<file path="src/rtl/bitcnt_pkg.sv">
// Shared encodings and constants for the bit-count frame accumulator.
package bitcnt_pkg;

    typedef enum logic [0:0] {
        S_IDLE  = 1'b0,
        S_ACCUM = 1'b1
    } state_e;

    localparam int BYTE_W = 8;
    localparam int CNT_W  = 4;
    localparam logic [CNT_W-1:0] MAX_CNT = 4'd8;

    // A byte popcount can never exceed the byte width.
    function automatic logic cnt_illegal(input logic [CNT_W-1:0] cnt);
        return (cnt > MAX_CNT);
    endfunction

endpackage

</file>
<file path="src/rtl/bitcnt_frame_accum.sv">
// Sums per-byte popcounts into frame totals and presents them on a valid/ack
// handshake with a one-entry result buffer. Optional BITCNT_MAX_EN adds o_max_cnt.
module bitcnt_frame_accum
    import bitcnt_pkg::*;
#(
    parameter int FRAME_LEN = 4,
    parameter int SUM_W     = 6,
    parameter int IDX_W     = 8
) (
    input  logic              iclk,
    input  logic              irst,
    input  logic              i_cnt_valid,
    input  logic [CNT_W-1:0]  i_bit_cnt,
    input  logic              i_flush,
    input  logic              i_frame_ack,
    output logic [SUM_W-1:0]  o_sum,
    output logic [IDX_W-1:0]  o_nbytes,
    output logic              o_frame_valid,
    output logic              o_ovf,
`ifdef BITCNT_MAX_EN
    output logic [CNT_W-1:0]  o_max_cnt,
`endif
    output logic              o_err
);

    state_e             state_r;
    logic [SUM_W-1:0]   acc_r;
    logic [IDX_W-1:0]   idx_r;
    logic [SUM_W-1:0]   sum_r;
    logic [IDX_W-1:0]   nbytes_r;
    logic               valid_r;
    logic               ovf_r;
    logic               err_r;

    logic [SUM_W-1:0]   acc_final_s;
    logic [IDX_W-1:0]   idx_final_s;
    logic               close_s;
    logic               ack_s;
    logic               load_s;
    logic               drop_s;

`ifdef BITCNT_MAX_EN
    logic [CNT_W-1:0]   fmax_r;
    logic [CNT_W-1:0]   max_out_r;
    logic [CNT_W-1:0]   fmax_final_s;
`endif

    // Post-add view of the frame and the close/load/drop decisions
    always_comb begin
        acc_final_s = acc_r;
        idx_final_s = idx_r;
        if (i_cnt_valid) begin
            acc_final_s = acc_r + SUM_W'(i_bit_cnt);
            idx_final_s = idx_r + IDX_W'(1);
        end else begin
            acc_final_s = acc_r;
            idx_final_s = idx_r;
        end
        // A flush only closes a frame that holds at least one byte after this cycle.
        close_s = (i_cnt_valid && (idx_final_s == IDX_W'(FRAME_LEN)))
               || (i_flush && (i_cnt_valid || (state_r == S_ACCUM)));
        ack_s   = i_frame_ack && valid_r;
        load_s  = close_s && (!valid_r || ack_s);
        drop_s  = close_s && valid_r && !ack_s;
    end

`ifdef BITCNT_MAX_EN
    // Running per-frame maximum including the byte arriving this cycle
    always_comb begin
        fmax_final_s = fmax_r;
        if (i_cnt_valid && (i_bit_cnt > fmax_r)) begin
            fmax_final_s = i_bit_cnt;
        end else begin
            fmax_final_s = fmax_r;
        end
    end
`endif

    // Frame FSM, accumulator, result buffer and sticky flags
    always_ff @(posedge iclk) begin
        if (irst) begin
            state_r  <= S_IDLE;
            acc_r    <= {SUM_W{1'b0}};
            idx_r    <= {IDX_W{1'b0}};
            sum_r    <= {SUM_W{1'b0}};
            nbytes_r <= {IDX_W{1'b0}};
            valid_r  <= 1'b0;
            ovf_r    <= 1'b0;
            err_r    <= 1'b0;
`ifdef BITCNT_MAX_EN
            fmax_r    <= {CNT_W{1'b0}};
            max_out_r <= {CNT_W{1'b0}};
`endif
        end else begin
            case (state_r)
                S_IDLE: begin
                    if (i_cnt_valid && !close_s) begin
                        state_r <= S_ACCUM;
                    end else begin
                        state_r <= S_IDLE;
                    end
                end
                S_ACCUM: begin
                    if (close_s) begin
                        state_r <= S_IDLE;
                    end else begin
                        state_r <= S_ACCUM;
                    end
                end
                default: state_r <= S_IDLE;
            endcase

            if (close_s) begin
                acc_r <= {SUM_W{1'b0}};
                idx_r <= {IDX_W{1'b0}};
            end else begin
                acc_r <= acc_final_s;
                idx_r <= idx_final_s;
            end

            if (load_s) begin
                sum_r    <= acc_final_s;
                nbytes_r <= idx_final_s;
                valid_r  <= 1'b1;
            end else if (ack_s) begin
                valid_r  <= 1'b0;
            end else begin
                valid_r  <= valid_r;
            end

            if (drop_s) begin
                ovf_r <= 1'b1;
            end else begin
                ovf_r <= ovf_r;
            end

            if (i_cnt_valid && cnt_illegal(i_bit_cnt)) begin
                err_r <= 1'b1;
            end else begin
                err_r <= err_r;
            end

`ifdef BITCNT_MAX_EN
            if (close_s) begin
                fmax_r <= {CNT_W{1'b0}};
            end else begin
                fmax_r <= fmax_final_s;
            end
            if (load_s) begin
                max_out_r <= fmax_final_s;
            end else begin
                max_out_r <= max_out_r;
            end
`endif
        end
    end

    assign o_sum         = sum_r;
    assign o_nbytes      = nbytes_r;
    assign o_frame_valid = valid_r;
    assign o_ovf         = ovf_r;
    assign o_err         = err_r;
`ifdef BITCNT_MAX_EN
    assign o_max_cnt     = max_out_r;
`endif

endmodule

</file>
<file path="config.mk">
export PLATFORM = sky130hd
export DESIGN_NAME = bitcnt_frame_accum
export DESIGN_NICKNAME = d
export VERILOG_FILES = /design/src/rtl/bitcnt_pkg.sv /design/src/rtl/bitcnt_frame_accum.sv
export SDC_FILE = /design/constraint.sdc
export NUM_CORES = 1
export LEC_CHECK = 0
export BUFFER_PORTS_ARGS = -buffer_cell sky130_fd_sc_hd__buf_2
export CORE_ASPECT_RATIO = 0.6
export CORE_UTILIZATION = 38
export CTS_BUF_LIST = sky130_fd_sc_hd__clkbuf_2
export CTS_CLUSTER_SIZE = 25
export DETAILED_ROUTE_END_ITERATION = 6
export PLACE_DENSITY = 0.6
export REMOVE_ABC_BUFFERS = 1
export SLEW_MARGIN = 20
export SYNTH_ARGS = -nofsm -noshare
export SYNTH_HDL_FRONTEND = slang
export SYNTH_SLANG_ARGS = --single-unit
</file>
<file path="constraint.sdc">
create_clock -name iclk -period 1.7 [get_ports iclk]
set_input_delay 0 -clock iclk [delete_from_list [all_inputs] [get_ports iclk]]
set_output_delay 0 -clock iclk [all_outputs]
set_load 0.03 [all_outputs]
</file>
==> impl_metrics.json, run 1 <==
{
  "cp_top_family": "simple AND/OR/NAND/NOR gates",
  "fin_skew_ns": 0.0208,
  "wirelength_um": 4350,
  "clkTransAtPathRegs_ns": 0.18,
  "crit_fanout": 5,
  "synth_xor_area_share_pct": 7.32,
  "synthDistinctLibCells": 48,
  "final.setup.tns_ns": -5.91,
  "endpoint_kind": "register",
  "synth_edf_count": 0,
  "num_io_pins": 26,
  "grt_util_met2_pct": 33.5,
  "ant_nets": 0,
  "holdWs_ns": 0.0282,
  "cp.buffers_inverters": 2,
  "cap_violations": 0,
  "timing.slew.headroom_pct": 58.5,
  "synthArstFlopShare_pct": 0,
  "cp.arrival_ns": 2.22,
  "drv_slew": 0,
  "grt_pass1_wl_um": 6960,
  "p_int_mw": 1.15,
  "syn_inst": 159,
  "cts_tree": "built",
  "synthSimpleGateAreaFrac_pct": 17.8,
  "synth_top_family_by_area": "compound AO/OA/AOI/OAI gates",
  "worst_setup_path_start_kind": "register",
  "met1_usage_pct": 29.5,
  "viasPerCell": 5.28,
  "syn_area_sq_mm": 0.00156,
  "fin_nets": 231,
  "tightest_slew_ns": 0.622,
  "detail_route.iter0.violations": 71,
  "rr_worst_depth": 7,
  "seq_area_frac_synth_pct": 41.2,
  "violations": "negative setup slack",
  "numCtsBuffers": 5,
  "avgSynthCellArea_sq_um": 9.79,
  "start_util_pct": 41.1,
  "crit_chain": "buf_4 -> nand4_4 -> nor4b_4 -> nor3_2 -> o311ai_4 -> buf_6 -> nor2_1",
  "r2r_end": "idx_r[5]$_SDFF_PP0_",
  "status": "finished with violations",
  "synthAdderAreaFrac_pct": 5.31,
  "grtUsageMet3_pct": 4.44,
  "clock-sinks": 32,
  "drc": 0,
  "p_comb_share_pct": 19.2,
  "grt_usage_pct": 21.7,
  "die-area_sq_mm": 0.00436,
  "irDropWorstVdd_uv": 315,
  "die_x_um": 84.6,
  "rsz0062_at_grt": "true",
  "post-route-min-period_ns": 1.95,
  "core_sq_mm": 0.00379,
  "cts_root_buf": "clkbuf_2",
  "rows": 17,
  "hold_depth": 4,
  "ys.flop_type": "dfxtp_1",
  "dr.pass1.iters": 6,
  "fin_ws_ns": -0.248,
  "hp-start": "i_bit_cnt[0]",
  "clockBufferDepth": 2,
  "critical_path_depth": 7,
  "final_layout_size_suffix_gt1_share_pct": 45.6,
  "antenna_found_initial": 0,
  "p_switching_mw": 0.479,
  "portBuffers": 25,
  "wire_per_inst_um": 16.5,
  "grt_max_degree": 12,
  "fin_crit_sh_pct": 115,
  "finalHoldViolations": 0,
  "grt_pass1_vias": 1387,
  "setup_viol": 31,
  "htreeDepth": 2,
  "power_frac_clock_pct": 31.6,
  "place_hpwl_um": 2950,
  "synth_compound_area_share_pct": 20.7,
  "max_stage_delay_ns": 0.42,
  "power.leakage_nw": 0.908,
  "powerDensity_mw_per_mm2": 741,
  "max_freq_mhz": 513,
  "insertion_delay_ns": 0.39,
  "power_switching_share_pct": 29.4,
  "r2r-start": "idx_r[0]$_SDFF_PP0_",
  "syn_to_final_growth_pct": 41.5,
  "synth_mux_area_share_pct": 2.57,
  "hp-class": "input pin to register",
  "ys_warn_count": 0,
  "n_antenna_cell": 0,
  "die_h_um": 51.6,
  "busiest_layer": "met2",
  "slowest_stage": "o311ai_4",
  "gr-total-overflow": 0,
  "place.gp.congestion": 0.819,
  "required_ns": 1.97,
  "min_to": "acc_r[0]$_SDFF_PP0_",
  "num_vias": 1394,
  "r2r_slack_ns": -0.25,
  "path_class": "register to register",
  "seqPwrFrac_pct": 49.2,
  "synth-seq-cells": 32,
  "nFillCells": 336
}
repair_timing:
action | in CTS | in global routing
cloned | 1 | 0
endpoints found under the setup margin | 31 | 31
pin swaps | 31 | 8
hold endpoints to repair | 8 | 0
gates resized for setup | 34 | 13
buffers inserted | 6 | 0
hold buffers | 3 | 0
flip-flops by register name (all words and copies together) (netlist names):
| signal | count |
|---|---|
| o_ovf | 1 |
| acc_r | 6 |
| state_r | 1 |
| o_frame_valid | 1 |
| o_nbytes | 8 |
| o_sum | 6 |
| o_err | 1 |
| idx_r | 8 |
cells in the final DEF, fill, tap and decap left out, types with 2 or more instances in the layout:
| cell | synthesis | layout |
|---|---|---|
| nor2_1 | 18 | 14 |
| xor2_1 | 7 | 6 |
| o22ai_2 | 0 | 5 |
| dfxtp_1 | 32 | 27 |
| buf_6 | 1 | 6 |
| a21oi_1 | 7 | 5 |
| a21oi_2 | 0 | 2 |
| ha_1 | 5 | 4 |
| clkinv_1 | 0 | 2 |
| xnor2_1 | 6 | 6 |
| buf_2 | 1 | 25 |
| nand2b_1 | 2 | 2 |
| a31oi_1 | 2 | 2 |
| inv_1 | 13 | 12 |
| nor2b_1 | 2 | 2 |
| dlygate4sd3_1 | 0 | 3 |
| and4_4 | 0 | 2 |
| dfxtp_2 | 0 | 3 |
| o21ai_0 | 4 | 3 |
| clkbuf_2 | 0 | 5 |
| buf_4 | 1 | 21 |
| a211oi_1 | 5 | 4 |
| nand2_1 | 8 | 8 |
| o21ai_2 | 1 | 2 |
| dfxtp_4 | 0 | 2 |
| mux2i_1 | 4 | 4 |
| nand3_1 | 2 | 2 |
| nor3_2 | 1 | 2 |
| nor2_2 | 1 | 5 |
| o32ai_2 | 0 | 2 |
power groups by stage:
stage / clock network [mW] / logic [mW] / registers (mW)
floorplan: 0 / 0.122 / 0.853
global placement: 0 / 0.243 / 0.815
detailed placement: 0 / 0.250 / 0.817
CTS: 0.512 / 0.298 / 0.803
global route: 0.560 / 0.340 / 0.808
finish: 0.515 / 0.314 / 0.803
worst max-delay path by stage:
stage	endpoint	startpoint	slack [ns]
6_report	idx_r[5]$_SDFF_PP0_	idx_r[0]$_SDFF_PP0_	-0.25
5_1_grt	o_sum[1]$_SDFFE_PP0P_	idx_r[0]$_SDFF_PP0_	-0.33
3_3_place_gp	o_sum[3]$_SDFFE_PP0P_	idx_r[0]$_SDFF_PP0_	-0.22
4_1_cts	o_sum[1]$_SDFFE_PP0P_	idx_r[0]$_SDFF_PP0_	-0.22
3_5_place_dp	o_sum[3]$_SDFFE_PP0P_	idx_r[1]$_SDFF_PP0_	-0.29
2_1_floorplan	acc_r[0]$_SDFF_PP0_	idx_r[0]$_SDFF_PP0_	-0.20
cells in the mapped netlist, types with 2 or more instances:
cell	n	share of area, %
ha_1	5	4.0
a21oi_1	7	2.3
nand2b_1	2	0.80
inv_1	13	3.1
and4_1	2	1.1
o32ai_1	2	1.1
o21ai_0	4	1.3
dfxtp_1	32	41
clkbuf_1	2	0.48
nor3_1	2	0.64
a211oi_1	5	2.4
xor2_1	7	3.9
a31oi_1	2	0.80
o22ai_1	6	2.4
nand2_1	8	1.9
nor2_1	18	4.3
nor2b_1	2	0.80
mux2i_1	4	2.6
nand3_1	2	0.64
xnor2_1	6	3.4
layer usage:
metal,up-vias,routed length (um)
li1,682,-
met1,656,2070
met2,49,1940
met3,7,267
met4,0,79
met5,-,0
stage by stage:
step	cell area, sq um	util (%)	instances	total power, mW	worst slack (ns)
floorplan	1530	-	154	0.976	-0.201
CTS	2150	56.7	264	1.61	-0.221
finish	2200	58.2	264	1.63	-0.248
global route	2200	58.2	264	1.71	-0.334
detailed placement	1860	49.1	246	1.07	-0.285
global placement	1860	49.1	246	1.06	-0.218
final cells by class:
type                            instances  area [sq um]  share of cell area, %
Timing Repair Buffer                   55           380                   17.3
Clock inverter                          3          37.5                   1.70
Sequential cell                        32           652                   29.6
Clock buffer                            5          25.0                   1.14
Inverter                               13          51.3                   2.33
Tap cell                               47          58.8                   2.67
Multi-Input combinational cell        109           997                   45.3
logic make-up after synthesis:
logic type | after synthesis
simple gates | 47
compound gates | 39
flops | 32
buf+inv | 18
xor+xnor | 13
fa+ha+maj | 6
mux | 4
worst reg2reg max path: stages, from the launching register on:
cell      delay [ns]
dfxtp_4         0.41
buf_4           0.14
nand4_4         0.15
nor4b_4         0.36
nor3_2          0.12
o311ai_4        0.42
buf_6           0.20
nor2_1          0.06
(Power assumes the default switching activity.)
==> run 2: changes to the inputs <==
CORE_UTILIZATION = 52   (was 38)
PLACE_DENSITY = 0.78   (was 0.6)
==> impl_metrics.json, run 2 (synthesized netlist as in run 1, its figures left out) <==
{
  "status": "finished with violations",
  "violations": "negative setup slack",
  "rr_worst_depth": 6,
  "final_common_cell": "dfxtp_1",
  "final_layout_size_suffix_gt1_share_pct": 41.9,
  "cp.arrival_ns": 2.28,
  "place_hpwl_um": 2740,
  "gr-total-overflow": 0,
  "fin_nets": 231,
  "worst_setup_path_start_kind": "register",
  "r2r_slack_ns": -0.30,
  "place.gp.congestion": 0.842,
  "num_vias": 1470,
  "hold_depth": 3,
  "wirelength_um": 4370,
  "slowest_stage": "or4_1",
  "max_stage_delay_ns": 0.51,
  "dr.pass1.iters": 4,
  "core_sq_mm": 0.00266,
  "power.leakage_nw": 0.885,
  "grt_usage_pct": 29.4,
  "r2r_end": "o_sum[1]$_SDFFE_PP0P_",
  "insertion_delay_ns": 0.35,
  "wire_per_inst_um": 17.0,
  "seqPwrFrac_pct": 54.5,
  "min_to": "state_r$_SDFF_PP0_",
  "powerDensity_mw_per_mm2": 693,
  "n_antenna_cell": 0,
  "cap_violations": 0,
  "clkTransAtPathRegs_ns": 0.15,
  "drv_slew": 0,
  "clock-sinks": 32,
  "rows": 14,
  "post-route-min-period_ns": 2.00,
  "cts_root_buf": "clkbuf_2",
  "finalPower_mw": 1.48,
  "die_h_um": 44.4,
  "tightest_slew_ns": 0.530,
  "p_int_mw": 1.02,
  "fin_cells": 257,
  "endpoint_kind": "register",
  "grt_pass1_wl_um": 6700,
  "start_util_pct": 58.5,
  "required_ns": 1.98,
  "portBuffers": 25,
  "final.setup.tns_ns": -6.32,
  "clockBufferDepth": 2,
  "setup_viol": 31,
  "crit_chain": "ha_4 -> nor4bb_4 -> and4_1 -> a221oi_2 -> or4_1 -> o21ai_1",
  "fin_crit_sh_pct": 118,
  "viasPerCell": 5.72,
  "final_cell_mix": "dfxtp_1 (26), buf_2 (25), buf_4 (22)",
  "holdWs_ns": 0.0993,
  "grt_pass1_vias": 1411,
  "p_switching_mw": 0.452,
  "drc": 0,
  "power_frac_clock_pct": 23.9,
  "die_x_um": 72.6,
  "finalHoldViolations": 0,
  "hp-class": "input pin to register",
  "num_io_pins": 26,
  "numCtsBuffers": 5,
  "irDropWorstVdd_uv": 522,
  "fin_skew_ns": 0.00862,
  "power_switching_share_pct": 30.6,
  "hp-start": "i_cnt_valid",
  "syn_to_final_growth_pct": 36.7,
  "htreeDepth": 2,
  "detail_route.iter0.violations": 78,
  "crit_fanout": 3,
  "timing.slew.headroom_pct": 64.6,
  "nFillCells": 160,
  "dp.cells": 239,
  "p_comb_share_pct": 21.6,
  "cts_tree": "built",
  "r2r-start": "idx_r[0]$_SDFF_PP0_",
  "grt_max_degree": 11,
  "max_freq_mhz": 500,
  "fin_ws_ns": -0.299,
  "rsz0062_at_grt": "true",
  "die-area_sq_mm": 0.00322,
  "ant_nets": 0,
  "path_class": "register to register",
  "antenna_found_initial": 0
}
[run 2: cell count changes in the layout (fill, tap and decap cells not counted), sizes merged]
cell    change
clkbuf      +2
clkinv      -1
bufinv      -1
[run 2: worst max path at each step]
stage,cells past startpoint,to,from
after floorplan,6,acc_r[0]$_SDFF_PP0_,idx_r[0]$_SDFF_PP0_
after global placement,6,o_sum[5]$_SDFFE_PP0P_,idx_r[0]$_SDFF_PP0_
after detailed placement,6,o_nbytes[6]$_SDFFE_PP0P_,idx_r[0]$_SDFF_PP0_
after CTS,7,o_sum[0]$_SDFFE_PP0P_,idx_r[0]$_SDFF_PP0_
after global routing,6,o_sum[1]$_SDFFE_PP0P_,idx_r[0]$_SDFF_PP0_
final,6,o_sum[1]$_SDFFE_PP0P_,idx_r[0]$_SDFF_PP0_
[run 2: area by class of cell]
| cell class | instances | area (sq um) | area share [%] |
|---|---|---|---|
| sequential | 32 | 648 | 30.5 |
| inverter | 13 | 48.8 | 2.29 |
| tap | 40 | 50.0 | 2.35 |
| multi-input combinational | 109 | 966 | 45.4 |
| timing repair buffer | 55 | 377 | 17.7 |
| clock inverter | 1 | 3.75 | 0.176 |
| clock buffer | 7 | 35.0 | 1.65 |
[run 2: metal layers]
metal  vias up  wire (um)  global-route usage (%)
met3        18        306                    7.06
met2        65       1940                    47.7
met1       700       2010                    40.0
met4         0        113                    7.45
li1        687          -                       -
met5         -          0                       0
[run 2: critical path, delay by kind of cell, from the launching register on]
| kind | cells | cell delay [ns] |
|---|---|---|
| fa+ha+maj | 1 | 0.25 |
| simple gates | 3 | 1.08 |
| compound gates | 2 | 0.23 |
| flops | 1 | 0.37 |
[run 2: stage by stage]
stage / setup WS (ns) / utilization (%) / instance area (sq um)
6_report: -0.299 / 79.9 / 2130
5_1_grt: -0.341 / 79.9 / 2130
4_1_cts: -0.206 / 78.9 / 2100
3_5_place_dp: -0.277 / 69.5 / 1850
3_3_place_gp: -0.183 / 69.5 / 1850
2_1_floorplan: -0.201 / - / 1530
[run 2: timing repair]
| item | CTS | global route |
|---|---|---|
| setup buffers | 6 | 1 |
| endpoints found under the hold margin | 8 | 0 |
| gates cloned | 1 | 0 |
| pin swaps | 34 | 7 |
| hold buffers | 3 | 0 |
| endpoints found under the setup margin | 31 | 31 |
| resized for setup | 35 | 5 |
[run 2: power by group through the flow]
stage / Clock (mW) / Combinational [mW] / Sequential [mW]
6_report: 0.353 / 0.319 / 0.804
4_1_cts: 0.361 / 0.296 / 0.804
2_1_floorplan: 0 / 0.122 / 0.853
5_1_grt: 0.393 / 0.337 / 0.808
3_3_place_gp: 0 / 0.244 / 0.813
3_5_place_dp: 0 / 0.252 / 0.816
